File: config.mk
export PLATFORM = sky130hd
export DESIGN_NAME = qpu_exu_event_queue
export DESIGN_NICKNAME = d
export VERILOG_FILES = /design/src/rtl/qpu_exu_event_queue.sv
export SDC_FILE = /design/constraint.sdc
export NUM_CORES = 1
export LEC_CHECK = 0
export ABC_AREA = 1
export CAP_MARGIN = 20
export CORE_MARGIN = 5
export CORE_UTILIZATION = 30
export CTS_BUF_LIST = sky130_fd_sc_hd__clkbuf_4
export DETAILED_ROUTE_END_ITERATION = 7
export SKIP_CTS_REPAIR_TIMING = 1
export SLEW_MARGIN = 15
export SYNTH_ARGS = -nofsm -noshare
export SYNTH_HDL_FRONTEND = slang
export SYNTH_SLANG_ARGS = --single-unit
File: constraint.sdc
create_clock -name clk -period 4.12 [get_ports clk]
set_clock_uncertainty 0.2 [all_clocks]
set_input_delay 0.618 -clock clk [delete_from_list [all_inputs] [get_ports clk]]
set_output_delay 0.618 -clock clk [all_outputs]
set_load 0.02 [all_outputs]
File: src/rtl/qpu_exu_event_queue.sv
// Timestamped event FIFO: each queued event is issued when the timeline counter reaches its tdata.
// Optional macro QPU_EVQ_LATE_ERR_EN traps a late head in an ERR state instead of issuing it.
`ifndef QPU_EVENT_WIRE_WIDTH
`define QPU_EVENT_WIRE_WIDTH 16
`endif
`ifndef QPU_EVENT_NUM
`define QPU_EVENT_NUM 4
`endif
`ifndef QPU_TIME_WIDTH
`define QPU_TIME_WIDTH 8
`endif

module qpu_exu_event_queue #(
    parameter int EVQ_DEPTH = 4
) (
    input  logic                             clk,
    input  logic                             rst_n,
    input  logic                             evq_start,
    input  logic                             evq_stop,
    input  logic                             evq_flush,
    input  logic                             evq_i_valid,
    output logic                             evq_i_ready,
    input  logic [`QPU_EVENT_WIRE_WIDTH-1:0] evq_i_edata,
    input  logic [`QPU_EVENT_NUM-1:0]        evq_i_oprand,
    input  logic [`QPU_TIME_WIDTH-1:0]       evq_i_tdata,
    output logic [`QPU_TIME_WIDTH-1:0]       evq_o_time,
    output logic                             evq_o_valid,
    output logic [`QPU_EVENT_WIRE_WIDTH-1:0] evq_o_edata,
    output logic [`QPU_EVENT_NUM-1:0]        evq_o_oprand,
    output logic [$clog2(EVQ_DEPTH):0]       evq_o_cnt,
    output logic                             evq_o_late_err,
    input  logic                             evq_err_clr
);

    localparam int PTR_W = $clog2(EVQ_DEPTH);
    localparam int CNT_W = PTR_W + 1;
    localparam int TW    = `QPU_TIME_WIDTH;
    localparam int EW    = `QPU_EVENT_WIRE_WIDTH;
    localparam int NW    = `QPU_EVENT_NUM;

    typedef enum logic [1:0] {IDLE, RUN, ERR} state_t;

    state_t           state;
    logic [EW-1:0]    edata_mem [EVQ_DEPTH];
    logic [NW-1:0]    oprand_mem [EVQ_DEPTH];
    logic [TW-1:0]    tdata_mem [EVQ_DEPTH];
    logic [PTR_W-1:0] wr_ptr;
    logic [PTR_W-1:0] rd_ptr;
    logic [CNT_W-1:0] cnt;

    logic [TW-1:0]    head_tdata;
    logic [TW-1:0]    diff;
    logic             has_head;
    logic             head_match;
    logic             head_late;
    logic             push;
    logic             pop;
    logic             fifo_clear;

    assign evq_o_cnt   = cnt;
    assign evq_i_ready = (cnt != CNT_W'(EVQ_DEPTH)) && (state != ERR);
    assign push        = evq_i_valid && evq_i_ready && !evq_flush;

    // Head is judged from registered storage only, so a fresh push waits one cycle.
    assign head_tdata  = tdata_mem[rd_ptr];
    assign diff        = head_tdata - evq_o_time;
    assign head_match  = (diff == '0);
    assign head_late   = diff[TW-1];
    assign has_head    = (state == RUN) && (cnt != '0) && !evq_flush;

`ifdef QPU_EVQ_LATE_ERR_EN
    logic late_trap;
    assign pop        = has_head && head_match;
    assign late_trap  = has_head && head_late;
    assign fifo_clear = evq_flush || ((state == ERR) && evq_err_clr);

    always_ff @(posedge clk) begin
        if (!rst_n) begin
            evq_o_late_err <= 1'b0;
        end else if ((state == ERR) && evq_err_clr) begin
            evq_o_late_err <= 1'b0;
        end else if (late_trap) begin
            evq_o_late_err <= 1'b1;
        end
    end
`else
    logic late_trap;
    logic unused_err_clr;
    assign pop            = has_head && (head_match || head_late);
    assign late_trap      = 1'b0;
    assign fifo_clear     = evq_flush;
    assign evq_o_late_err = 1'b0;
    assign unused_err_clr = evq_err_clr;
`endif

    always_ff @(posedge clk) begin
        if (push) begin
            edata_mem[wr_ptr]  <= evq_i_edata;
            oprand_mem[wr_ptr] <= evq_i_oprand;
            tdata_mem[wr_ptr]  <= evq_i_tdata;
        end
    end

    always_ff @(posedge clk) begin
        if (!rst_n) begin
            state        <= IDLE;
            evq_o_time   <= '0;
            cnt          <= '0;
            wr_ptr       <= '0;
            rd_ptr       <= '0;
            evq_o_valid  <= 1'b0;
            evq_o_edata  <= '0;
            evq_o_oprand <= '0;
        end else begin
            evq_o_valid <= pop;
            if (pop) begin
                evq_o_edata  <= edata_mem[rd_ptr];
                evq_o_oprand <= oprand_mem[rd_ptr];
            end

            case (state)
                IDLE: begin
                    if (evq_start) begin
                        state      <= RUN;
                        evq_o_time <= '0;
                    end
                end
                RUN: begin
                    if (evq_stop) begin
                        state <= IDLE;
                    end else begin
                        evq_o_time <= evq_o_time + 1'b1;
                        if (late_trap) state <= ERR;
                    end
                end
                ERR: begin
                    if (evq_err_clr && fifo_clear) state <= IDLE;
                end
                default: state <= IDLE;
            endcase

            // Flush or error clear wins over any same-cycle push/pop.
            if (fifo_clear) begin
                cnt    <= '0;
                wr_ptr <= '0;
                rd_ptr <= '0;
            end else begin
                if (push) wr_ptr <= wr_ptr + 1'b1;
                if (pop)  rd_ptr <= rd_ptr + 1'b1;
                case ({push, pop})
                    2'b10:   cnt <= cnt + 1'b1;
                    2'b01:   cnt <= cnt - 1'b1;
                    default: cnt <= cnt;
                endcase
            end
        end
    end

endmodule

# After elaboration in Yosys (flattened, before gate mapping)
# Memories as Yosys holds them, arrays and structs flattened. A register that Yosys moved wholly into a read port is not among the register bits.
# Index checks and enable logic that the tools add are counted.
# W data, S select, Z words.
[totals] output_inout_bits=34 mem_count=3 ramBits=112 register_bits=18
[mem_list] memory="edata_mem" words=4 word_bits=16 rd=1 rd_ports_with_merged_regs=1 write_ports=1 line="44" source="logic [EW-1:0] edata_mem [EVQ_DEPTH];"
[mem_list] memory="tdata_mem" words=4 word_bits=8 rd=1 rd_ports_with_merged_regs=1 write_ports=1 line="46" source="logic [TW-1:0] tdata_mem [EVQ_DEPTH];"
[mem_list] memory="oprand_mem" words=4 word_bits=4 rd=1 rd_ports_with_merged_regs=1 write_ports=1 line="45" source="logic [NW-1:0] oprand_mem [EVQ_DEPTH];"
[classes] bitwise_logic=1 n_reduce_logical=19 eq_ne=10 add_sub_neg=6 muxes=12
[ops] op="$mux W8" count=2
[ops] op="$pmux W8 S2" count=1
[ops] op="$mux W2" count=5
[ops] op="$ne A2 B2 Y1 const B" count=5
[ops] op="$add A8 B1 Y8 const B" count=1
[ops] op="$logic_not A8 Y1" count=1
[ops] op="$sub A8 B8 Y8" count=1
[ops] op="$logic_and A1 B1 Y1" count=7
[ops] op="$pmux W2 S3" count=1
[ops] op="$pmux W3 S2" count=1
[ops] op="$reduce_and A3 Y1" count=2
[ops] op="$add A2 B1 Y2 const B" count=2
[ops] op="$eq A2 B1 Y1 const B" count=2
[ops] op="$eq A2 B2 Y1 const B" count=2
[ops] op="$reduce_bool A2 Y1" count=2
[ops] op="$add A3 B1 Y3 const B" count=1
[ops] op="$logic_not A1 Y1" count=3
[ops] op="$ne A3 B3 Y1 const B" count=1
[ops] op="$reduce_bool A3 Y1" count=1
[ops] op="$sub A3 B1 Y3 const B" count=1
[ops] op="$logic_not A2 Y1" count=1
[ops] op="$mux W1" count=2
[ops] op="$reduce_or A2 Y1" count=1
[ops] op="$logic_or A1 B1 Y1" count=1
[ops] op="$not A1 Y1" count=1

# Longest topological paths before layout
# Gate-level depths: netlist of run 1.
[depth] ltp_word=6 depth_mapped=25 mapped_depth_nobuf=22

# Worst setup path before layout of run 1
# No wires, ideal clock.
[synth_path] path_type="reg2reg" startpoint="register with a tool-made name" endpoint="register cnt[2] (netlist: evq_o_cnt[2])" required_time_ns=3.798 path_stages_with_launch=22 slack_ns=0.674 arrival_time_ns=3.124 cell_sequence="dfxtp_1 -> inv_2 -> a32o_1 -> ha_1 -> fa_1 -> inv_1 -> nand3_1 -> nand3_1 -> nand3_1 -> nor2_2 -> nand3_2 -> nand2_4 -> nand2_4 -> buf_6 -> inv_1 -> ha_1 -> inv_1 -> fa_1 -> a21oi_1 -> o21ai_0 -> o21ai_0 -> a21oi_1"
[synth_lines] item="end signal, assigned" line="151" source="2'b10: cnt <= cnt + 1'b1;"
[synth_lines] item="end signal, assigned" line="152" source="2'b01: cnt <= cnt - 1'b1;"
[synth_lines] item="end signal, assigned" line="153" source="default: cnt <= cnt;"
[synth_lines] item="end, declared" line="49" source="logic [CNT_W-1:0] cnt;"

==> results of run 1 <==
flip-flops by register name, indices dropped and copies added, names as in the netlist, named ones only:
register / flops
evq_o_cnt: 3
evq_o_time: 8
evq_o_oprand: 4
evq_o_edata: 16
state: 1
edata_mem: 64
oprand_mem: 16
rd_ptr: 2
wr_ptr: 2
evq_o_valid: 1
tdata_mem: 32
kinds of logic (layout without fill, tap and decap cells):
logic type      after synthesis  after routing  synth area share [%]
flops                       151            151                 65.58
buf+inv                      76            161                 5.228
fa+ha+maj                    15             15                 3.208
other cells                   1              1               0.05935
xor+xnor                      1              1                0.1386
simple gates                222            222                 15.47
compound gates              120            120                 10.32
power groups by stage:
stage / Clock, mW / Combinational [mW] / Sequential (mW)
floorplan: 0 / 0.0839 / 1.70
global placement: 0 / 0.163 / 1.70
detailed placement: 0 / 0.165 / 1.70
CTS: 1.21 / 0.165 / 1.66
global route: 1.29 / 0.181 / 1.67
finish: 1.19 / 0.163 / 1.66
cells in the final DEF, fill, tap and decap left out, drive strengths merged, types with 2 or more instances in the layout:
cell type      instances
nor4                   2
ha                    13
clkdlybuf4s50         66
nand3b                11
nand3                 18
nand4                  2
bufinv                 7
nor3                   4
edfxtp               112
nand2                 85
dfxtp                 39
buf                   12
fa                     2
nor2                  98
o21ai                 60
inv                   52
a21oi                 29
o22ai                 25
clkinv                 4
clkbuf                19
metal layers:
layer	up-vias	global-route usage, %
met4	0	3.659
met3	16	2.949
met1	2024	14.46
li1	2165	-
met5	-	0
met2	72	19.80
how the worst min path moves through the flow:
stage | start | to | slack [ns] | depth (start not counted)
2_1_floorplan | wr_ptr[1] | wr_ptr[1] | 0.29 | 2
3_3_place_gp | evq_o_edata[10] | evq_o_edata[10] | 0.27 | 2
3_5_place_dp | evq_o_edata[5] | evq_o_edata[5] | 0.27 | 2
4_1_cts | evq_o_edata[5] | evq_o_edata[5] | 0.30 | 2
5_1_grt | evq_o_edata[6] | evq_o_edata[6] | 0.33 | 2
6_report | evq_o_edata[5] | evq_o_edata[5] | 0.29 | 2
per-stage QoR:
| step | hold WS (ns) | area [sq um] | setup WS, ns |
|---|---|---|---|
| floorplan | 0.2937 | 6319 | 0.6743 |
| global placement | 0.2674 | 7287 | 0.2710 |
| detailed placement | 0.2707 | 7287 | 0.2574 |
| CTS | 0.2992 | 7680 | 0.2382 |
| global route | 0.3303 | 7681 | 0.1013 |
| finish | 0.2920 | 7681 | 0.4509 |
area by class of cell:
| type | count | area, sq um |
|---|---|---|
| clock buffer | 19 | 142.6 |
| clock inverter | 13 | 250.2 |
| fill | 2067 | 13210 |
| inverter | 51 | 193.9 |
| multi-input combinational | 359 | 1854 |
| sequential | 151 | 4145 |
| tap | 275 | 344.1 |
| timing repair buffer | 78 | 750.7 |
worst max-delay path, stage by stage, from the launching register on:
cell,delay [ns]
dfxtp_2,0.45
inv_4,0.19
nand2_1,0.07
a32o_1,0.23
ha_1,0.21
fa_1,0.41
inv_1,0.12
nand3_1,0.08
nand3_1,0.09
nand3_1,0.08
nor2_2,0.13
nand3_2,0.09
nand2_4,0.09
nand2_4,0.05
inv_1,0.07
ha_1,0.13
inv_1,0.07
fa_1,0.37
a21oi_1,0.13
o21ai_0,0.11
o21ai_0,0.16
a21oi_1,0.05
synth_stat cells (3+ instances only):
cell / number
edfxtp_1: 112
nor2_1: 97
nand2_1: 81
o21ai_0: 60
inv_1: 49
dfxtp_1: 39
a21oi_1: 29
o22ai_1: 25
clkbuf_1: 15
ha_1: 13
nand3_1: 12
nand3b_1: 11
nand3_2: 6
buf_6: 4
buf_4: 3
nor3_1: 3
==> out/results.tsv, run 1 <==
metric	value	unit
M1 WL	6.158	mm
all-layer global routing usage	11.61	%
post-synth top area cell	edfxtp_1	
Post-route DRC	0	
post-synth net total	636	
fin crit share	89.06	%
Detailed Place HPWL	8.675	mm
CTS root buffer	clkbuf_4	
Final Hold Vio Count	0	
RSZ-0062 raised after global routing	false	
total of max-cap violations	0	
CORE AREA	20890	sq um
Internal Power	2.401	mW
number of antenna violations at the first check in global routing	0	
setup TNS	0	ns
Initial Util	30.25	%
sequential share of power	55.2	%
Final Util	36.77	%
drt pass-1 iters	4	
Critical Path Fanout Max	17	
met2 WL	6.679	mm
reg2reg path depth	21	
Tmin final	3.669	ns
first-pass GRT wire length	21.71	mm
CTS Buf Count	17	
share of post-route cells with drive strength above 1	9.538	%
die area	24060	sq um
top cells by area, synth	edfxtp_1 (53%), dfxtp_1 (12%), nor2_1 (5.8%)	
peak supply drop	170.2	uV
Final Power	3.013	mW
vias in the first global route	4205	
filler-free cell count of the finished design	946	
Slew Limit Headroom	51.50	%
# clock sinks	151	
H-tree depth	4	
asr flop ratio synth	0	%
crit end category	flip-flop	
worst path arrival time	3.90	ns
total grt overflow	0	
RePlAce Congestion	0.7314	
number of synthesized register bits	151	
Crit path required time	4.35	ns
Synth Instances	586	
Max Transition Viols Final	0	
routed vias/inst	4.521	
I/O pin count	69	
syn_area_per_cell	10.78	sq um
top sig layer	met4	
HP Class	flip-flop to flip-flop	
Wirelength per Cell	14.34	microns
Clk pwr share	39.4	%
die extent in y	155.1	microns
final WL	13.56	mm
vias post-DR	4277	
Die X	155.1	microns
pwr dens	392.2	nW/um^2
antenna viol nets, final	0	
synth unique cells	37	
TritonCTS clock tree	yes	
sw frac	20.30	%
Core Rows	53	
routed wl met3	546	microns
number of synthesized flops with an enable pin	112	
Inst Count DP	914	
Nets	708	
yosys warns	0	
CP Launch Type	flip-flop	
status	finished clean	
Worst-Margin Slew	0.7267	ns
final setup fails	0	
NetSw	0.6115	mW
Leakage	2.788	nW
area share of the largest cell type after synthesis	53.23	%
Crit Path Class	flip-flop to flip-flop	
Area Growth Syn to Fin	21.56	%
Peak Freq	0.2725	GHz
CTS max path bufs	2	
R2R setup slack	0.45	ns
Ant. Diodes	0	
Port Buffers	66	
Seq/Total Area, Yosys	65.58	%
Initial DRC Count	257	
Post-synth top flop	edfxtp_1	
cell area after synthesis	6319	sq um
largest net degree at the start of global routing	41	
clk_lat worst skew	0.53	ns
combinational group share of total power	5.4	%
Reg2Reg Capture Point	evq_o_cnt[2]	
worst setup path end	evq_o_cnt[2]	
Clock transition at path regs	0.12	ns
Note: power is estimated with default switching activity, not from simulation.
==> run 2: changes to the inputs <==
--- a/config.mk
+++ b/config.mk
@@ -11,6 +11,7 @@
 export CORE_UTILIZATION = 30
 export CTS_BUF_LIST = sky130_fd_sc_hd__clkbuf_4
 export DETAILED_ROUTE_END_ITERATION = 7
+export RECOVER_POWER = 100
 export SKIP_CTS_REPAIR_TIMING = 1
 export SLEW_MARGIN = 15
 export SYNTH_ARGS = -nofsm -noshare
==> out/results.tsv, run 2 (synthesis gave the netlist of run 1 again) <==
metric	value	unit	change
Port Buffers	66		unchanged
failing checks	max-capacitance violations, max-slew violations		
Max Transition Viols Final	110		+110
H-tree depth	4		unchanged
Detailed Place HPWL	8.675	mm	unchanged
all-layer global routing usage	11.61	%	unchanged
Most flops, register	edata_mem		
CTS max path bufs	2		unchanged
Tmin final	3.710	ns	+0.04047 ns
Slew Limit Headroom	-30.64	%	-82 points
CORE AREA	20890	sq um	unchanged
peak supply drop	172.0	uV	+1.0%
CTS root buffer	clkbuf_4		
filler-free cell count of the finished design	946		unchanged
# clock sinks	151		unchanged
RSZ-0062 raised after global routing	false		
Post-DP Area	7287	sq um	unchanged
Post-route DRC	0		unchanged
first-pass GRT wire length	21.71	mm	unchanged
antenna viol nets, final	0		unchanged
final WL	13.51	mm	-0.35%
post-route cell area	7634	sq um	-0.62%
commonest non-fill, non-tap cell in the layout	edfxtp_1		
Final Hold Vio Count	0		unchanged
RePlAce Congestion	0.7314		unchanged
drt pass-1 iters	4		unchanged
Area Growth Syn to Fin	20.81	%	
Final Util	36.54	%	-0.23 points
Largest regs	edata_mem x64, tdata_mem x32		
setup TNS	0	ns	unchanged
crit end category	flip-flop		
max reg flops	64		unchanged
Initial DRC Count	250		-2.7%
Nets	708		unchanged
vias in the first global route	4205		unchanged
share of post-route cells with drive strength above 1	7.899	%	-1.6 points
Leakage	2.877	nW	+3.2%
Critical Path Fanout Max	17		unchanged
TritonCTS clock tree	yes		
status	finished, violations left		
die area	24060	sq um	unchanged
Die X	155.1	microns	unchanged
die extent in y	155.1	microns	unchanged
final setup fails	0		unchanged
most frequent cells in the layout	edfxtp_1 (112), nor2_1 (95), nand2_1 (82)		
number of antenna violations at the first check in global routing	1		+1
Wirelength per Cell	14.29	microns	-0.35%
largest net degree at the start of global routing	41		unchanged
I/O pin count	69		unchanged
Crit path required time	4.34	ns	about the same
most used cell, CP	nand3_1		
Peak Freq	0.2696	GHz	-1.1%
fin crit share	90.04	%	+0.98 points
worst path arrival time	3.93	ns	+0.03 ns
Ant. Diodes	0		unchanged
total grt overflow	0		unchanged
Worst path slowest cell	dfxtp_2		
Clock transition at path regs	0.12	ns	about the same
CP Launch Type	flip-flop		
vias post-DR	4309		+0.75%
CP peak stage delay	0.45	ns	about the same
CTS Buf Count	17		unchanged
HP Class	flip-flop to flip-flop		
clk_lat worst skew	0.53	ns	about the same
Initial Util	30.25	%	unchanged
Inst Count DP	914		unchanged
routed vias/inst	4.555		+0.75%
CP Cell Sequence	inv_4 > nand2_1 > a32o_1 > ha_1 > fa_1 > inv_1 > nand3_1 > nand3_1 > nand3_1 > nor2_2 > nand3_1 > nand2_1 > nand2_4 > inv_1 > ha_1 > inv_1 > fa_1 > a21oi_1 > o21ai_0 > o21ai_0 > a21oi_1		
Worst-Margin Slew	1.960	ns	+1.233 ns
Crit Path Class	flip-flop to flip-flop		
total of max-cap violations	4		+4
pwr dens	393.3	nW/um^2	+0.27%
Core Rows	53		unchanged
-- run 2: changes by cell type in the layout (fill, tap and decap cells not counted), sizes merged --
cell           delta
clkdlybuf4s50    -62
buf               -7
clkbuf            +7
dlygate4sd3      +62
-- run 2: per-stage QoR --
stage | hold WS [ns] | worst slack, ns | total power, mW
2_1_floorplan | 0.2937 | 0.6743 | 1.786
3_3_place_gp | 0.2674 | 0.2710 | 1.861
3_5_place_dp | 0.2707 | 0.2574 | 1.863
4_1_cts | 0.2992 | 0.2382 | 3.044
5_1_grt | 0.3257 | 0.06412 | 3.126
6_report | 0.2869 | 0.4104 | 3.002
-- run 2: path summary, 6_finish.rpt --
| check | start | slack, ns | to | cells after the start |
|---|---|---|---|---|
| setup / recovery | flip-flop | 0.41 | evq_o_cnt[2] | 21 |
| hold / removal | evq_o_edata[5] | 0.29 | evq_o_edata[5] | 2 |
| setup reg to reg | flip-flop | 0.41 | evq_o_cnt[2] | 21 |
| hold reg to reg | evq_o_edata[5] | 0.29 | evq_o_edata[5] | 2 |
-- run 2: power breakdown --
part | internal (mW) | total, mW | switching [mW]
clock network | 0.678 | 1.19 | 0.507
registers | 1.66 | 1.66 | 0.00764
logic | 0.0582 | 0.153 | 0.0947
-- run 2: layout make-up --
class	instances	area [sq um]
multi-input cells	359	1832
repair buffers	78	725.7
clock buffers	19	142.6
inverters	51	193.9
clock inverters	13	250.2
well taps	275	344.1
flip-flops and latches	151	4145
fillers	2075	13260
-- run 2: layer usage --
| layer | global-route usage, % | routed length, microns |
|---|---|---|
| met2 | 19.80 | 6674 |
| met4 | 3.659 | 175 |
| met1 | 14.46 | 6183 |
| met3 | 2.949 | 466 |
| met5 | 0 | 13 |
-- run 2: critical path, delay by kind of cell (launching register included) --
kind	cells	cell delay [ns]
buffers and inverters	4	0.45
adder cells (fa/ha/maj)	4	1.12
AND/OR/NAND/NOR	8	0.72
AO/OA/AOI/OAI	5	0.68
flip-flops	1	0.45
==> run 3: changes to the inputs <==
--- a/config.mk
+++ b/config.mk
@@ -10,6 +10,7 @@
 export CORE_MARGIN = 5
 export CORE_UTILIZATION = 30
 export CTS_BUF_LIST = sky130_fd_sc_hd__clkbuf_4
+export CTS_CLUSTER_DIAMETER = 200
 export DETAILED_ROUTE_END_ITERATION = 7
 export RECOVER_POWER = 100
 export SKIP_CTS_REPAIR_TIMING = 1
==> constraint.sdc (replaced) <==
create_clock -name clk -period 3.3 [get_ports clk]
set_clock_uncertainty 0.2 [all_clocks]
set_input_delay 0.495 -clock clk [delete_from_list [all_inputs] [get_ports clk]]
set_output_delay 0.495 -clock clk [all_outputs]
set_load 0.02 [all_outputs]
==> out/results.tsv, run 3 (synthesis gave the netlist of run 1 again) <==
metric	value	unit	change
Final Power	3.410	mW	+14%
RSZ-0062 raised after global routing	true		
failing checks	negative setup slack		
total grt overflow	0		unchanged
Inst Count DP	930		+1.8%
die area	24060	sq um	unchanged
drt pass-1 iters	4		unchanged
crit end category	flip-flop		
Final Util	38.26	%	+1.7 points
# clock sinks	151		unchanged
peak supply drop	273.9	uV	+59%
Initial Util	30.25	%	unchanged
I/O pin count	69		unchanged
Tmin final	3.303	ns	-0.4067 ns
Final WS setup	-0.002867	ns	-0.4133 ns
Die X	155.1	microns	unchanged
most frequent cells in the layout	edfxtp_1 (112), nor2_1 (87), nand2_1 (75)		
Post-route DRC	0		unchanged
Crit path required time	3.54	ns	-0.80 ns
final WL	14.20	mm	+5.1%
Nets	733		+3.5%
Initial DRC Count	243		-2.8%
filler-free cell count of the finished design	973		+2.9%
all-layer global routing usage	11.82	%	+0.21 points
Clk pwr share	32.6	%	-6.9 points
reg2reg path depth	20		-4.8%
sw frac	24.85	%	+4.6 points
pwr dens	426.7	nW/um^2	+8.5%
Internal Power	2.563	mW	+7.1%
pre-CTS worst setup slack	-0.2034	ns	-0.4608 ns
Worst path slowest cell	fa_2		
Crit Path Class	flip-flop to flip-flop		
Final Hold Vio Count	0		unchanged
commonest non-fill, non-tap cell in the layout	edfxtp_1		
RePlAce Congestion	0.7314		unchanged
vias post-DR	4416		+2.5%
Critical Path Fanout Max	6		-11
status	finished, violations left		
CTS root buffer	clkbuf_4		
HP Start	evq_o_edata[1]		
sequential share of power	60.9	%	+5.5 points
Post-DP Area	7441	sq um	+2.1%
CTS max path bufs	2		unchanged
total of max-cap violations	0		-4
Clock transition at path regs	0.13	ns	about the same
TritonCTS clock tree	yes		
Max Transition Viols Final	0		-100%
Core Rows	53		unchanged
Peak Freq	0.3028	GHz	+12%
fillcell total	2052		-1.1%
clk_lat worst skew	0.54	ns	about the same
max reg flops	64		unchanged
die extent in y	155.1	microns	unchanged
H-tree depth	4		unchanged
fin crit share	100.1	%	+10 points
HP Class	flip-flop to flip-flop		
CTS Buf Count	17		unchanged
Wirelength per Cell	14.60	microns	+2.2%
share of post-route cells with drive strength above 1	18.25	%	+10 points
antenna viol nets, final	0		unchanged
combinational group share of total power	6.6	%	+1.5 points
Worst-Margin Slew	0.7493	ns	-1.210 ns
hold path depth	2		unchanged
hold endpoint	evq_o_edata[1]		
post-route cell area	7993	sq um	+4.7%
final setup fails	1		+1
CP peak stage delay	0.54	ns	+0.09 ns
first-pass GRT wire length	21.93	mm	+0.99%
vias in the first global route	4171		-0.81%
Area Growth Syn to Fin	26.50	%	
Reg2Reg Capture Point	evq_o_cnt[2]		
Leakage	2.889	nW	+0.40%
Slew Limit Headroom	49.99	%	+81 points
routed vias/inst	4.539		-0.36%
worst path arrival time	3.54	ns	-0.39 ns
setup TNS	-0.002867	ns	-0.002867 ns
Port Buffers	66		unchanged
Most flops, register	edata_mem		
Hold Slack	0.2936	ns	+0.006752 ns
Largest regs	edata_mem x64, tdata_mem x32		
CORE AREA	20890	sq um	unchanged
FF/Latch Area	4149	sq um	about the same
NetSw	0.8473	mW	+39%
area of the multi-input gates	2031	sq um	+11%
CP Launch Type	flip-flop		
Detailed Place HPWL	9.178	mm	+5.8%
number of antenna violations at the first check in global routing	2		+1
CP Cell Sequence	inv_6 > nand2_1 > a32o_1 > ha_2 > fa_2 > nand2_2 > inv_1 > nand3_2 > nor2_2 > nand3_2 > nand2_4 > nand2_4 > inv_4 > ha_4 > inv_4 > fa_2 > a21oi_2 > o21ai_2 > o21ai_1 > a21oi_1		
R2R setup slack	-0.003	ns	-0.41 ns
largest net degree at the start of global routing	41		unchanged
-- run 3: power groups by stage --
stage / Clock, mW / Sequential (mW) / Combinational (mW)
2_1_floorplan: 0 / 2.12 / 0.105
3_3_place_gp: 0 / 2.12 / 0.212
3_5_place_dp: 0 / 2.12 / 0.215
4_1_cts: 1.15 / 2.08 / 0.215
5_1_grt: 1.23 / 2.08 / 0.247
6_report: 1.11 / 2.08 / 0.224
-- run 3: layout make-up --
type	instances	share of cell area, %
Sequential cell	151	51.91
Inverter	51	2.552
Clock buffer	18	1.691
Tap cell	275	4.305
Clock inverter	14	1.785
Antenna cell	2	0.06262
Multi-Input combinational cell	359	25.41
Timing Repair Buffer	103	12.29
-- run 3: per-layer routing --
metal / track usage, % / wire length (microns)
met2: 19.36 / 6963
met5: 0 / 0
met3: 3.282 / 592
met4: 3.827 / 225
met1: 15.18 / 6420
-- run 3: critical path: cells and delay by family (launching register included) --
kind | cells | cell delay, ns
compound gates | 5 | 0.61
fa+ha+maj | 4 | 1.24
buf+inv | 4 | 0.25
flops | 1 | 0.41
simple gates | 7 | 0.51
-- run 3: worst max path at each step --
stage / from / to / slack [ns] / cells past startpoint
after floorplan: flip-flop / evq_o_cnt[2] / 0.001 / 21
after detailed placement: flip-flop / evq_o_cnt[2] / -0.20 / 23
after global routing: flip-flop / evq_o_cnt[2] / -0.21 / 23
after global placement: flip-flop / evq_o_cnt[2] / -0.15 / 22
after CTS: flip-flop / evq_o_cnt[2] / -0.21 / 22
final: flip-flop / evq_o_cnt[2] / -0.003 / 20
==> RTL change (flow settings as in run 1) <==
Register the output `evq_o_cnt` once more, without a reset; this adds one clock of latency there. The other outputs are not delayed to match.
--- a/src/rtl/qpu_exu_event_queue.sv
+++ b/src/rtl/qpu_exu_event_queue.sv
@@ -58,5 +58,7 @@
     logic             fifo_clear;
 
-    assign evq_o_cnt   = cnt;
+    always_ff @(posedge clk) begin
+        evq_o_cnt <= cnt;
+    end
     assign evq_i_ready = (cnt != CNT_W'(EVQ_DEPTH)) && (state != ERR);
     assign push        = evq_i_valid && evq_i_ready && !evq_flush;
Check against the original RTL: not equivalent (a bounded check fails within 4 cycles, from zero or initial values and one cycle with rst_n low).
==> RTL change against run 1 <==
Design area decreased by 0.59%. Area after synthesis increased by 0.55%. Die area increased by 0.52%. Worst setup slack improved by 35 ps. Sequential cell count increased by 3. Routed wire length increased by 0.15%. Total power decreased by 8.2%. Critical path depth increased by 1. Critical path type unchanged.
==> RTL change: results (changes against run 1) <==
Final routed DRC violation total -> 0 (unchanged)
GPL Wtd Cong -> 0.761 (was 0.731)
Status -> completed (unchanged)
Yosys warnings -> 0 (unchanged)
Leak -> 0.00278 uW (was 0.00279 uW)
Hpwl dp -> 8840 um (was 8680 um)
Largest cells by area after synthesis -> edfxtp_1 53%, dfxtp_1 13%, nor2_1 6.1%, nand2_1 5.1%, o21ai_0 4.6% (was edfxtp_1 53%, dfxtp_1 12%, nor2_1 5.8%, nand2_1 4.8%, o21ai_0 4.8%)
CP delay by family, top -> adder cells (unchanged)
Worst vdd ir -> 147 uV (was 170 uV)
Clock buffer count from CTS -> 17 (unchanged)
Met3 global-route usage -> 3.33% (was 2.95%)
Post-synth top cells -> 112 x edfxtp_1, 104 x nor2_1, 87 x nand2_1, 59 x o21ai_0, 49 x inv_1 (was 112 x edfxtp_1, 97 x nor2_1, 81 x nand2_1, 60 x o21ai_0, 49 x inv_1)
Number of global-route vias before repair -> 4174 (was 4205)
DRT iter0 DRCs -> 249 (was 257)
Worst Hold Class -> flip-flop to flip-flop (unchanged)
M2 GR Usage -> 18.8% (was 19.8%)
Layout cells sized above 1 -> 8.84% (was 9.54%)
Mean routed wirelength per cell -> 14.2 um (was 14.3 um)
Cell count after placement -> 922 (was 914)
Largest net degree at the start of global routing -> 41 (unchanged)
Cells after Synth -> 590 (was 586)
PortBufs -> 66 (unchanged)
Initial antenna violation count -> 1 (was 0)
M1 GR Usage -> 15.1% (was 14.5%)
CTS H-tree depth -> 4 (unchanged)
First-pass GRT wire length -> 21900 um (was 21700 um)
Worst-margin pin slew -> 732 ps (was 727 ps)
Number of nets in the layout -> 716 (was 708)
CP max stage delay -> 520 ps (was 450 ps)
Crit path DAT -> 3860 ps (was 3900 ps)
Crit Path Max Fanout -> 12 (was 17)
Post-synthesis cell type count -> 31 (was 37)
Sequential area share after synthesis -> 66.2% (was 65.6%)
Switching part of the total power -> 22.9% (was 20.3%)
Total GRT Usage -> 11.6% (about the same)
Syn nets -> 640 (was 636)
Asr flop ratio synth -> 0% (unchanged)
Routed wire length -> 13600 um (about the same)
Vias per std cell -> 4.52 (about the same)
RTL change: changes by cell type after synthesis, moves of 2 or more:
cell	run 1	this run
nand2_2	2	0
nand3_2	6	3
nand2_1	81	87
dfxtp_1	39	42
nor2_1	97	104
RTL change: path summary, 6_finish.rpt:
path / start / end / slack [ps] / depth (start not counted)
worst max register to register: flip-flop / cnt[2] / 490 / 22
worst min-delay path: cnt[1] / evq_o_cnt[1] / 200 / 0
worst max-delay path: flip-flop / cnt[2] / 490 / 22
worst min register to register: cnt[1] / evq_o_cnt[1] / 200 / 0
RTL change: layout make-up:
type | instances | area, um^2
tap | 275 | 344
sequential | 154 | 4210
antenna | 1 | 2.50
clock buffer | 19 | 143
inverter | 51 | 196
clock inverter | 13 | 144
multi-input combinational | 361 | 1830
fill | 2089 | 13300
timing repair buffer | 81 | 773
RTL change: kinds of logic after synthesis:
family	Yosys count	synth area share [%]
AOI/OAI and AO/OA	115	9.73
xor gates and xnor gates	2	0.276
adders and majority gates	15	3.19
buffers and inverters	75	5.22
DFF	154	66.2
other	1	0.0590
and+or+nand+nor	228	15.4
RTL change: per-stage QoR:
step	hold slack (ps)	worst slack, ps	area [um^2]
global placement	189	391	7350
finish	202	486	7640
global route	214	4.69	7640
detailed placement	187	284	7350
CTS	204	277	7630
floorplan	160	701	6350
RTL change: per-layer routing:
metal	up-vias	routed length, um
met4	0	192
li1	2172	-
met3	13	560
met5	-	0
met1	2044	6320
met2	87	6510
RTL change: power groups by stage:
| stage | registers [uW] | clock network [uW] | logic [uW] |
|---|---|---|---|
| final | 1690 | 912 | 160 |
| after global routing | 1700 | 1010 | 178 |
| after CTS | 1690 | 949 | 162 |
| after detailed placement | 1730 | 0 | 161 |
| after global placement | 1730 | 0 | 159 |
| after floorplan | 1730 | 0 | 80.4 |
